## config.mk

```make
export PLATFORM = sky130hd
export DESIGN_NAME = fifo
export DESIGN_NICKNAME = d
export VERILOG_FILES = /design/src/rtl/fifo_pkg.sv /design/src/rtl/fifo_mem.sv /design/src/rtl/fifo.sv
export SDC_FILE = /design/constraint.sdc
export NUM_CORES = 1
export LEC_CHECK = 0
export ABC_AREA = 1
export ABC_CLOCK_PERIOD_IN_PS = 6000
export CAP_MARGIN = 20
export CORE_MARGIN = 2
export CORE_UTILIZATION = 40
export DETAILED_ROUTE_END_ITERATION = 12
export GPL_TIMING_DRIVEN = 0
export PLACE_DENSITY = 0.65
export SLEW_MARGIN = 20
export SYNTH_ARGS = -nofsm -noshare
export SYNTH_HDL_FRONTEND = slang
export SYNTH_HIERARCHICAL = 1
export SYNTH_SLANG_ARGS = --single-unit
```

## constraint.sdc

```tcl
create_clock -name clk -period 6 [get_ports clk]
set_input_delay 1.2 -clock clk [delete_from_list [all_inputs] [get_ports clk]]
set_output_delay 1.2 -clock clk [all_outputs]
set_load 0.1 [all_outputs]
```

## src/rtl/fifo_pkg.sv

```systemverilog
// Shared constants and helpers for the synchronous FIFO.
package fifo_pkg;
  localparam int DEFAULT_WIDTH = 32;
  localparam int DEFAULT_DEPTH = 16;

  // Pointer width: address bits plus one wrap bit.
  function automatic int ptr_width(input int depth);
    return $clog2(depth) + 1;
  endfunction
endpackage

```

## src/rtl/fifo_mem.sv

```systemverilog
// Simple dual-port register array with a registered read port.
// Only the read register is reset; the storage contents are not.
module fifo_mem #(
  parameter int WIDTH  = 32,
  parameter int DEPTH  = 16,
  parameter int ADDR_W = $clog2(DEPTH)
) (
  input  logic              clk,
  input  logic              rst,
  input  logic              we,
  input  logic [ADDR_W-1:0] waddr,
  input  logic [WIDTH-1:0]  wdata,
  input  logic              re,
  input  logic [ADDR_W-1:0] raddr,
  output logic [WIDTH-1:0]  rdata
);
  logic [WIDTH-1:0] mem_q [DEPTH];
  logic [WIDTH-1:0] rdata_d, rdata_q;

  always_ff @(posedge clk) begin
    if (we) mem_q[waddr] <= wdata;
  end

  // rdata holds its value unless a read is accepted.
  always_comb begin
    rdata_d = rdata_q;
    if (re) rdata_d = mem_q[raddr];
  end

  always_ff @(posedge clk) begin
    if (rst) rdata_q <= '0;
    else     rdata_q <= rdata_d;
  end

  assign rdata = rdata_q;
endmodule

```

## src/rtl/fifo.sv

```systemverilog
// Synchronous single-clock FIFO with full/empty flags and registered read data.
// Define FIFO_ERR_FLAGS_EN to add sticky overflow/underflow outputs.
module fifo
  import fifo_pkg::*;
#(
  parameter int WIDTH = DEFAULT_WIDTH,
  parameter int DEPTH = DEFAULT_DEPTH
) (
  input  logic                        clk,
  input  logic                        rst,
  input  logic [WIDTH-1:0]            wdata,
  input  logic                        wr_en,
  output logic                        full_flag,
  output logic [WIDTH-1:0]            rdata,
  input  logic                        rd_en,
  output logic                        empty_flag,
  output logic [ptr_width(DEPTH)-1:0] count
`ifdef FIFO_ERR_FLAGS_EN
  ,
  output logic                        overflow,
  output logic                        underflow
`endif
);
  localparam int ADDR_W = $clog2(DEPTH);
  localparam int PW     = ptr_width(DEPTH);

  logic [PW-1:0] wptr_d, wptr_q, rptr_d, rptr_q, count_d, count_q;
  logic          wr_acc, rd_acc;

  // Wrap bit (MSB) distinguishes full from empty when the addresses match.
  assign empty_flag = (wptr_q == rptr_q);
  assign full_flag  = (wptr_q[ADDR_W-1:0] == rptr_q[ADDR_W-1:0]) &&
                      (wptr_q[ADDR_W] != rptr_q[ADDR_W]);

  always_comb begin
    wr_acc  = wr_en && !full_flag;
    rd_acc  = rd_en && !empty_flag;
    wptr_d  = wr_acc ? wptr_q + PW'(1) : wptr_q;
    rptr_d  = rd_acc ? rptr_q + PW'(1) : rptr_q;
    count_d = count_q + PW'(wr_acc) - PW'(rd_acc);
  end

  always_ff @(posedge clk) begin
    if (rst) begin
      wptr_q  <= '0;
      rptr_q  <= '0;
      count_q <= '0;
    end else begin
      wptr_q  <= wptr_d;
      rptr_q  <= rptr_d;
      count_q <= count_d;
    end
  end

  assign count = count_q;

  fifo_mem #(
    .WIDTH (WIDTH),
    .DEPTH (DEPTH),
    .ADDR_W(ADDR_W)
  ) u_mem (
    .clk  (clk),
    .rst  (rst),
    .we   (wr_acc),
    .waddr(wptr_q[ADDR_W-1:0]),
    .wdata(wdata),
    .re   (rd_acc),
    .raddr(rptr_q[ADDR_W-1:0]),
    .rdata(rdata)
  );

`ifdef FIFO_ERR_FLAGS_EN
  logic overflow_d, overflow_q, underflow_d, underflow_q;

  always_comb begin
    overflow_d  = overflow_q  || (wr_en && full_flag);
    underflow_d = underflow_q || (rd_en && empty_flag);
  end

  always_ff @(posedge clk) begin
    if (rst) begin
      overflow_q  <= 1'b0;
      underflow_q <= 1'b0;
    end else begin
      overflow_q  <= overflow_d;
      underflow_q <= underflow_d;
    end
  end

  assign overflow  = overflow_q;
  assign underflow = underflow_q;
`endif
endmodule

```

==> run metrics, run 1 <==
largest net degree at the start of global routing 24; final design instance area without fill 0.0267 mm^2; Synth Area in Compound Gates 0.356%; post-synth cell types 26; Cells after Synth 2012; CP Capture Type output pin; DRC 0; hold depth 2; initial core utilization 40.5%; Post-DRT Antenna Nets 0; antenna violations before repair 1; leakage power 9.89 nW; vias in the first global route 15100; via count 15400; CTS resizes 0; I/O Pins 75; largest family of logic cells by synthesized area simple AND/OR/NAND/NOR gates; Vias/cell 5.20; Hold Crit Class reg2reg; switching power 2.71 mW; RSZ-0062 raised after global routing false; synthesized area 0.0228 mm^2; Sw Share 28.7%; startpoint types register; DP Area 0.0250 mm^2; Sequential Area 0.0163 mm^2; HPWL Detailed 39000 um; Critical Path AT 2910 ps; postcts setup bufs 0; DR pass1 iterations 5; die area 0.0590 mm^2; post-synth top area share 67.3%; Max Transition Viols Final 0; Seq/Total Area, Yosys 71.5%; Total Routing Usage GR 19.8%; Slew HR 33.8%; critical path's top delay family buffers and inverters; WP depth 8; later-pin clock latency in the skew report 610 ps; crit share post-route 68.6%; Seq pwr share 46.4%; Power Internal 6.74 mW; critical path's slowest cell clkdlybuf4s50_1; Die X 243 um; power share of the clock group 35.3%; Finished Layout Cells 2959; 1st-iter DRT viols 1526; Synth Area in Simple Gates 23.0%; dpl cells 2858; Syn Area/Cell 11.3 um^2; Max IR drop VDD 229 uV; drt wl/cell 19.7 um; multi-input logic area 0.00557 mm^2; CP peak stage delay 1140 ps; H-tree depth 2; Adder-Cell Fraction of Synth Area 0.471%; Final Hold Vio Count 0; multiplexer share of the synthesized area 0%; Rows 87; WL final 58300 um; Synth Warn # 6; crit path max fanout 10; Critical Path RT 4800 ps; xor/xnor share of the synthesized area 0.0767%; most common cell after layout, fill and taps aside nand2_1; core area 0.0564 mm^2; Routability Congestion 0.851; # diodes 0; Buf/Inv on CP 4; Setup Viol. Count Final 0; clock-pin slew on the worst setup and hold paths 60 ps; share of cells above drive strength 1 9.08%; commonest non-fill, non-tap cells in the layout nand2_1 (708), edfxtp_1 (512), nand3_1 (428); CTS Hold Bufs 0; synth top area cells edfxtp_1 (67%), nand2_1 (12%), nand3_1 (9.4%); first-pass GRT wire length 88800 um; Tightest Pin Transition 990 ps; Power Density 354 mW/mm^2; Seq cells post-synth 559; crit path time final 4110 ps; TritonCTS Sinks 559; CTS max path bufs 3; die height 243 um; post-synth top area cell edfxtp_1; CTS tree done; total gr overflow 0; status complete, no violations; kind of critical path reg2out; fmax 243 MHz; Root Buffer clkbuf_16; CTS Buf Count 57; combinational share of power 18.2%; CP cell instances inv_1 -> nand2_1 -> nand2_1 -> nor2_4 -> nand3_2 -> buf_6 -> inv_1 -> clkdlybuf4s50_1; Filler cells 5078; dpl ws 2360 ps; nets 2205; overall power 9.45 mW; area delta synth->final 17.0%; reg2reg path depth 10; Setup Skew 16.2 ps; final worst slack 1890 ps; Port Buffers 74; MaxCap Viol Count 0; Setup TNS 0 ps; Synthesized Nets 2056
## worst min-delay path, stage by stage (launching register included)
cell and delay (ps):
dfxtp_1 330, a21oi_1 110, nor2_1 50
## power by group through the flow
stage | Combinational (mW) | Sequential, mW | Clock (mW)
2_1_floorplan | 0.835 | 4.81 | 0
3_3_place_gp | 1.67 | 4.47 | 0
3_5_place_dp | 1.72 | 4.47 | 0
4_1_cts | 1.72 | 4.39 | 3.39
5_1_grt | 1.87 | 4.40 | 3.54
6_report | 1.72 | 4.39 | 3.34
## sequential cells by signal (all words and copies together), names as in the netlist
| signal | count |
|---|---|
| count | 5 |
| rptr_q | 5 |
| u_mem/mem_q | 512 |
| u_mem/rdata | 32 |
| wptr_q | 5 |
## final timing paths
path / startpoint / to / slack (ps)
min: rptr_q[4] / rptr_q[4] / 530
max: wptr_q[0] / full_flag / 1890
min reg2reg: rptr_q[4] / rptr_q[4] / 530
max reg2reg: wptr_q[1] / u_mem/mem_q[10][9] / 3210
## cell usage after synthesis, drive strengths merged
| master | instances |
|---|---|
| edfxtp | 512 |
| dfxtp | 47 |
| a31oi | 1 |
| nor3 | 1 |
| fa | 1 |
| nand2 | 710 |
| inv | 66 |
| a21oi | 13 |
| nor2 | 100 |
| o21ai | 2 |
| nand3 | 430 |
| ha | 7 |
| nand3b | 2 |
| xor2 | 2 |
| clkbuf | 20 |
| buf | 98 |
## routing by layer
metal  share of wire (%)  track usage, %
met5               0.026               0
met4                 2.0            5.43
met3                 7.0            2.80
met2                  48            33.2
met1                  43            26.9
## final cells by class
| class | count | area share (%) |
|---|---|---|
| flip-flops and latches | 559 | 61.1 |
| multi-input cells | 1269 | 20.8 |
| clock buffers | 88 | 6.00 |
| repair buffers | 90 | 4.08 |
| well taps | 756 | 3.54 |
| plain buffers | 118 | 3.04 |
| inverters | 66 | 0.946 |
| clock inverters | 13 | 0.468 |
## logic make-up (layout without fill, tap and decap cells)
family / Yosys count / after routing
AO/OA/AOI/OAI: 16 / 16
flip-flops: 559 / 559
adder cells (fa/ha/maj): 8 / 8
AND/OR/NAND/NOR: 1243 / 1243
buffers and inverters: 184 / 375
XOR/XNOR: 2 / 2
## per-stage QoR
stage,hold slack (ps),util [%]
floorplan,494,-
global placement,520,43.5
detailed placement,527,44.3
CTS,537,47.4
global route,571,47.4
finish,531,47.4
(Power assumes the default switching activity.)
==> run 2: changes to the inputs <==
--- a/config.mk
+++ b/config.mk
@@ -6,7 +6,7 @@
 export NUM_CORES = 1
 export LEC_CHECK = 0
 export ABC_AREA = 1
-export ABC_CLOCK_PERIOD_IN_PS = 6000
+export ABC_CLOCK_PERIOD_IN_PS = 3900
 export CAP_MARGIN = 20
 export CORE_MARGIN = 2
 export CORE_UTILIZATION = 40
==> constraint.sdc (replaced) <==
create_clock -name clk -period 3.9 [get_ports clk]
set_input_delay 0.78 -clock clk [delete_from_list [all_inputs] [get_ports clk]]
set_output_delay 0.78 -clock clk [all_outputs]
set_load 0.1 [all_outputs]
==> results of run 2 <==
The final DEF is identical to that of run 1. Status: complete, no violations.
Main changes from that run: setup slack after placement 2360 ps -> 676 ps; setup slack after layout 1890 ps -> 206 ps; register-to-register setup slack 3210 ps -> 1110 ps; total power 9.45 mW -> 14.5 mW; worst IR drop on VDD 229 uV -> 352 uV
==> run 3: changes to the inputs <==
--- a/config.mk
+++ b/config.mk
@@ -8,11 +8,14 @@
 export ABC_AREA = 1
 export ABC_CLOCK_PERIOD_IN_PS = 3900
 export CAP_MARGIN = 20
+export CORE_ASPECT_RATIO = 0.75
 export CORE_MARGIN = 2
 export CORE_UTILIZATION = 40
+export CTS_CLUSTER_SIZE = 8
 export DETAILED_ROUTE_END_ITERATION = 12
 export GPL_TIMING_DRIVEN = 0
 export PLACE_DENSITY = 0.65
+export SETUP_SLACK_MARGIN = 0.15
 export SLEW_MARGIN = 20
 export SYNTH_ARGS = -nofsm -noshare
 export SYNTH_HDL_FRONTEND = slang
==> run 3 against run 2 <==
Effect of this change:
- via count increased by 2.9%
- sequential power about the same
- first-iteration DRC count increased by 11%
- highest routed layer unchanged
==> run metrics, run 3 (synthesized netlist as in run 1, its figures left out) <==
commonest non-fill, non-tap cells in the layout nand2_1 (708), edfxtp_1 (512), nand3_1 (428); later-pin clock latency in the skew report 600 ps; Post-DRT Antenna Nets 0; CTS Buf Count 79; Finished Core Util 48.6%; Tightest Pin Transition 1020 ps; Root Buffer clkbuf_16; CP Capture Type output pin; Largest Register u_mem/mem_q; WL final 61800 um; Hold EP rptr_q[4]; core area 0.0562 mm^2; reg2reg path depth 13; area delta synth->final 19.7%; r2r setup slk 1010 ps; crit path time final 3450 ps; status complete, no violations; kind of critical path reg2out; die area 0.0590 mm^2; Die X 280 um; vias in the first global route 15500; initial core utilization 40.6%; Routability Congestion 0.803; leakage power 10.2 nW; Critical Path RT 3120 ps; CTS Hold Bufs 0; Rows 75; Port Buffers 74; max reg flops 512; Critical Path AT 2670 ps; CTS tree done; crit path launch rptr_q[1]; die height 211 um; Max Transition Viols Final 0; Slew HR 32.3%; Hold Crit Class reg2reg; hold depth 2; DR pass1 iterations 5; drt wl/cell 20.7 um; H-tree depth 3; Reg2Reg Capture Point u_mem/rdata[22]; I/O Pins 75; Setup TNS 0 ps; first-pass GRT wire length 93100 um; HPWL Detailed 41100 um; Sequential Area 0.0163 mm^2; Setup Viol. Count Final 0; Final Hold Vio Count 0; Vias/cell 5.31; crit path max fanout 10; antenna violations before repair 1; most common cell after layout, fill and taps aside nand2_1; Power Density 575 mW/mm^2; clock-pin slew on the worst setup and hold paths 50 ps; Filler cells 4837; crit share post-route 88.6%; startpoint types register; multi-input logic area 0.00557 mm^2; via count 15800; Hold Crit Start rptr_q[4]; RSZ-0062 raised after global routing false; CTS max path bufs 3; Total Routing Usage GR 21.1%; WHS 540 ps; r2r startpoint rptr_q[1]; Max IR drop VDD 336 uV; MaxCap Viol Count 0; nets 2231; share of cells above drive strength 1 9.69%; TritonCTS Sinks 559; Setup Skew 27.2 ps; largest net degree at the start of global routing 21; total gr overflow 0; fmax 289 MHz; DRC 0; 1st-iter DRT viols 1693
==> run 3: repair_timing <==
item | in CTS | in global routing
resized for setup | 2 | 0
endpoints found under the setup margin | 2 | 0
buffers inserted | 0 | 0
==> run 3: cell type report <==
cell class	instances	share of cell area, %
inverters	66	0.925
multi-input cells	1269	20.4
clock buffers	139	8.14
diodes	1	0.00916
flip-flops and latches	559	59.7
clock inverters	4	0.156
plain buffers	118	2.98
repair buffers	94	4.37
well taps	731	3.35
==> run 3: worst max path at each step <==
stage | cells after the start | end | slack (ps)
detailed placement | 7 | u_mem/mem_q[4][23] | 600
floorplan | 9 | u_mem/mem_q[12][0] | 1000
CTS | 8 | empty_flag | 420
finish | 8 | empty_flag | 450
global route | 8 | empty_flag | 300
global placement | 5 | u_mem/mem_q[2][28] | -1290
==> run 3: worst max-delay path, stage by stage (launching register included) <==
cell	delay (ps)
dfxtp_1	550
inv_1	70
nand2_1	60
nand2_1	80
nor2_4	130
nand3_2	120
buf_6	160
inv_1	50
dlygate4sd2_1	840
==> run 3: routing by layer <==
layer  up-vias  track usage [%]  part of all wire [%]
met5         -                0                 0.021
met4         2             7.14                   3.0
met3       116             4.56                   8.4
met2       662             32.7                    45
met1      7767             29.7                    44
li1       7281                -                     -
==> run 3: per-stage QoR <==
step / power [mW] / std cells / area [um^2] / worst slack, ps
finish: 15.7 / 2981 / 27300 / 445
floorplan: 8.69 / 2012 / 22800 / 997
detailed placement: 9.55 / 2837 / 25100 / 599
global route: 16.3 / 2980 / 27300 / 305
global placement: 9.47 / 2817 / 24500 / -1290
CTS: 15.8 / 2980 / 27300 / 420
==> run 3: power breakdown <==
part           switching (mW)  total (mW)  internal (mW)
registers              0.0685        6.77           6.70
clock network            2.44        6.27           3.83
logic                    1.93        2.68          0.747
total                    4.45        15.7           11.3
==> RTL change, RTL diff (settings of run 1) <==
The option `FIFO_ERR_FLAGS_EN` is turned on by a define.
--- a/src/rtl/fifo.sv
+++ b/src/rtl/fifo.sv
@@ -2,2 +2,4 @@
 // Define FIFO_ERR_FLAGS_EN to add sticky overflow/underflow outputs.
+`define FIFO_ERR_FLAGS_EN
+
 module fifo
Check against the original RTL (old outputs only; new: overflow and underflow): equivalent (equiv_simple and equiv_induct, registers matched by name and starting in step).
==> RTL change against run 1 <==
Worst hold slack worse by 79 ps. Power increased by 1.5%. Critical endpoint is now empty_flag. Register-to-register slack about the same. Setup slack gained 0.92 ps. Non-clock buffer count increased by 2. Synthesized area increased by 0.31%. Sequential cell count rose by 2. Count of clock-buffer cells in the layout is 14 lower. Largest power group unchanged. Cell area increased by 0.80%. Via count is 0.84% higher. Wire length up 0.65%.
==> RTL change: results <==
[cells_and_area]
nFillCells = 4952
largest_reg_flops = 512
top_register = "u_mem/mem_q"
drive_gt1_frac = 0.09419
nets = 2216

[yosys]
netlist_top_cells_count = "nand2_1, edfxtp_1, nand3_1, nor2_1, inv_1"
synth_area_leaders = "edfxtp_1, nand2_1, nand3_1"
synth_cell_type_count = 27
syn_nets = 2067
synthFlopType = "edfxtp_1"
ys_seq_area_frac = 0.7142
synthCells = 2023
synth_edf_count = 512

[global_routing]
grt_max_degree = 21
grt_use_total = 0.1983
grt_pass1_wl_mm = 89.32
grt_pass1_vias = 15360
antenna_found_initial = 0

[route]
via_per_inst = 5.212
avgRoutedWirePerCell_microns = 19.74
route.met2.wl_mm = 28.18
highest_layer = "met4"
drt_iter0_markers = 1437
vias = 15510
met1_length_mm = 24.58
first_pass_iters = 5
wl_met3_mm = 4.244

[place]
place_congestion = 0.8081
port_buffers = 74
dp.cells = 2869
dp_hpwl_mm = 39.72

[hold_path]
hold_class = "reg -> reg"

[clock_tree]
cts_root_buf = "clkbuf_16"
cts_resized = 0
htreeDepth = 2
ctsLongestPathBuffers = 3
clk_latency_ps = 610
path_clk_slew_ps = 60

[power_and_ir_drop]
p_sw_uw = 2730
ir_worst_vdd_mv = 0.2426
p_leak_uw = 0.009996

[worst_setup_path]
cp.arrival_ps = 2910
path_max_fanout = 8
critPathLaunchType = "register"

[status]
status = "completed"

[sta]
skew_ps = 12.34
max_slew.worst_pin.slew_ps = 997.2
==> RTL change: cell types whose count changed after synthesis, sizes merged <==
| cell | run 1 | this run |
|---|---|---|
| clkbuf | 20 | 21 |
| nand2 | 710 | 713 |
| dfxtp | 47 | 49 |
| buf | 98 | 99 |
| a21oi | 13 | 15 |
| nor2 | 100 | 102 |
==> RTL change: cells by family after synthesis <==
group,after synthesis,share of synthesized area
xor gates and xnor gates,2,0.0007650
DFF,561,0.7142
AOI/OAI and AO/OA,18,0.003989
and+or+nand+nor,1248,0.2294
adders and majority gates,8,0.004699
buffers and inverters,186,0.04693
==> RTL change: final cells by class <==
class	instances	area, sq um	area share
flip-flops and latches	561	16360	0.6074
clock inverters	32	292.8	0.01087
repair buffers	90	1129	0.04191
clock buffers	74	1541	0.05724
plain buffers	120	822.0	0.03053
inverters	66	252.7	0.009385
multi-input cells	1276	5590	0.2076
well taps	756	945.9	0.03513
==> RTL change: worst max-delay path, cell delays in order, from the launching register on <==
cell and delay, ps:
dfxtp_1 490, inv_1 100, nand2_1 70, nand2_1 60, nor2_2 160, nand2_1 100, nor2_1 160, clkdlybuf4s50_1 1170
==> RTL change: through the flow <==
step	setup slack [ps]	power, uW	area (sq um)
2_1_floorplan	2553	5671	22900
3_3_place_gp	1049	6151	24590
3_5_place_dp	2486	6202	25100
4_1_cts	1822	9663	26930
5_1_grt	1670	9994	26930
6_report	1887	9596	26930
==> RTL change: routing by layer <==
metal | track usage | up-vias
li1 | - | 7237
met1 | 0.2612 | 7594
met2 | 0.3323 | 569
met3 | 0.03338 | 105
met4 | 0.06857 | 0
met5 | 0 | -
==> RTL change: power groups by stage <==
| stage | logic, uW | registers [uW] | clock network (uW) |
|---|---|---|---|
| 6_report | 1730 | 4400 | 3470 |
| 3_5_place_dp | 1720 | 4490 | 0 |
| 3_3_place_gp | 1670 | 4490 | 0 |
| 4_1_cts | 1720 | 4400 | 3540 |
| 2_1_floorplan | 838 | 4830 | 0 |
| 5_1_grt | 1880 | 4410 | 3700 |
==> RTL change: final timing paths <==
path / slack (ps) / depth (start not counted) / startpoint / to
worst max-delay path: 1890 / 7 / wptr_q[0] / empty_flag
worst min register to register: 450 / 2 / overflow / overflow
worst max register to register: 3200 / 10 / wptr_q[1] / u_mem/mem_q[15][3]
worst min-delay path: 450 / 2 / overflow / overflow
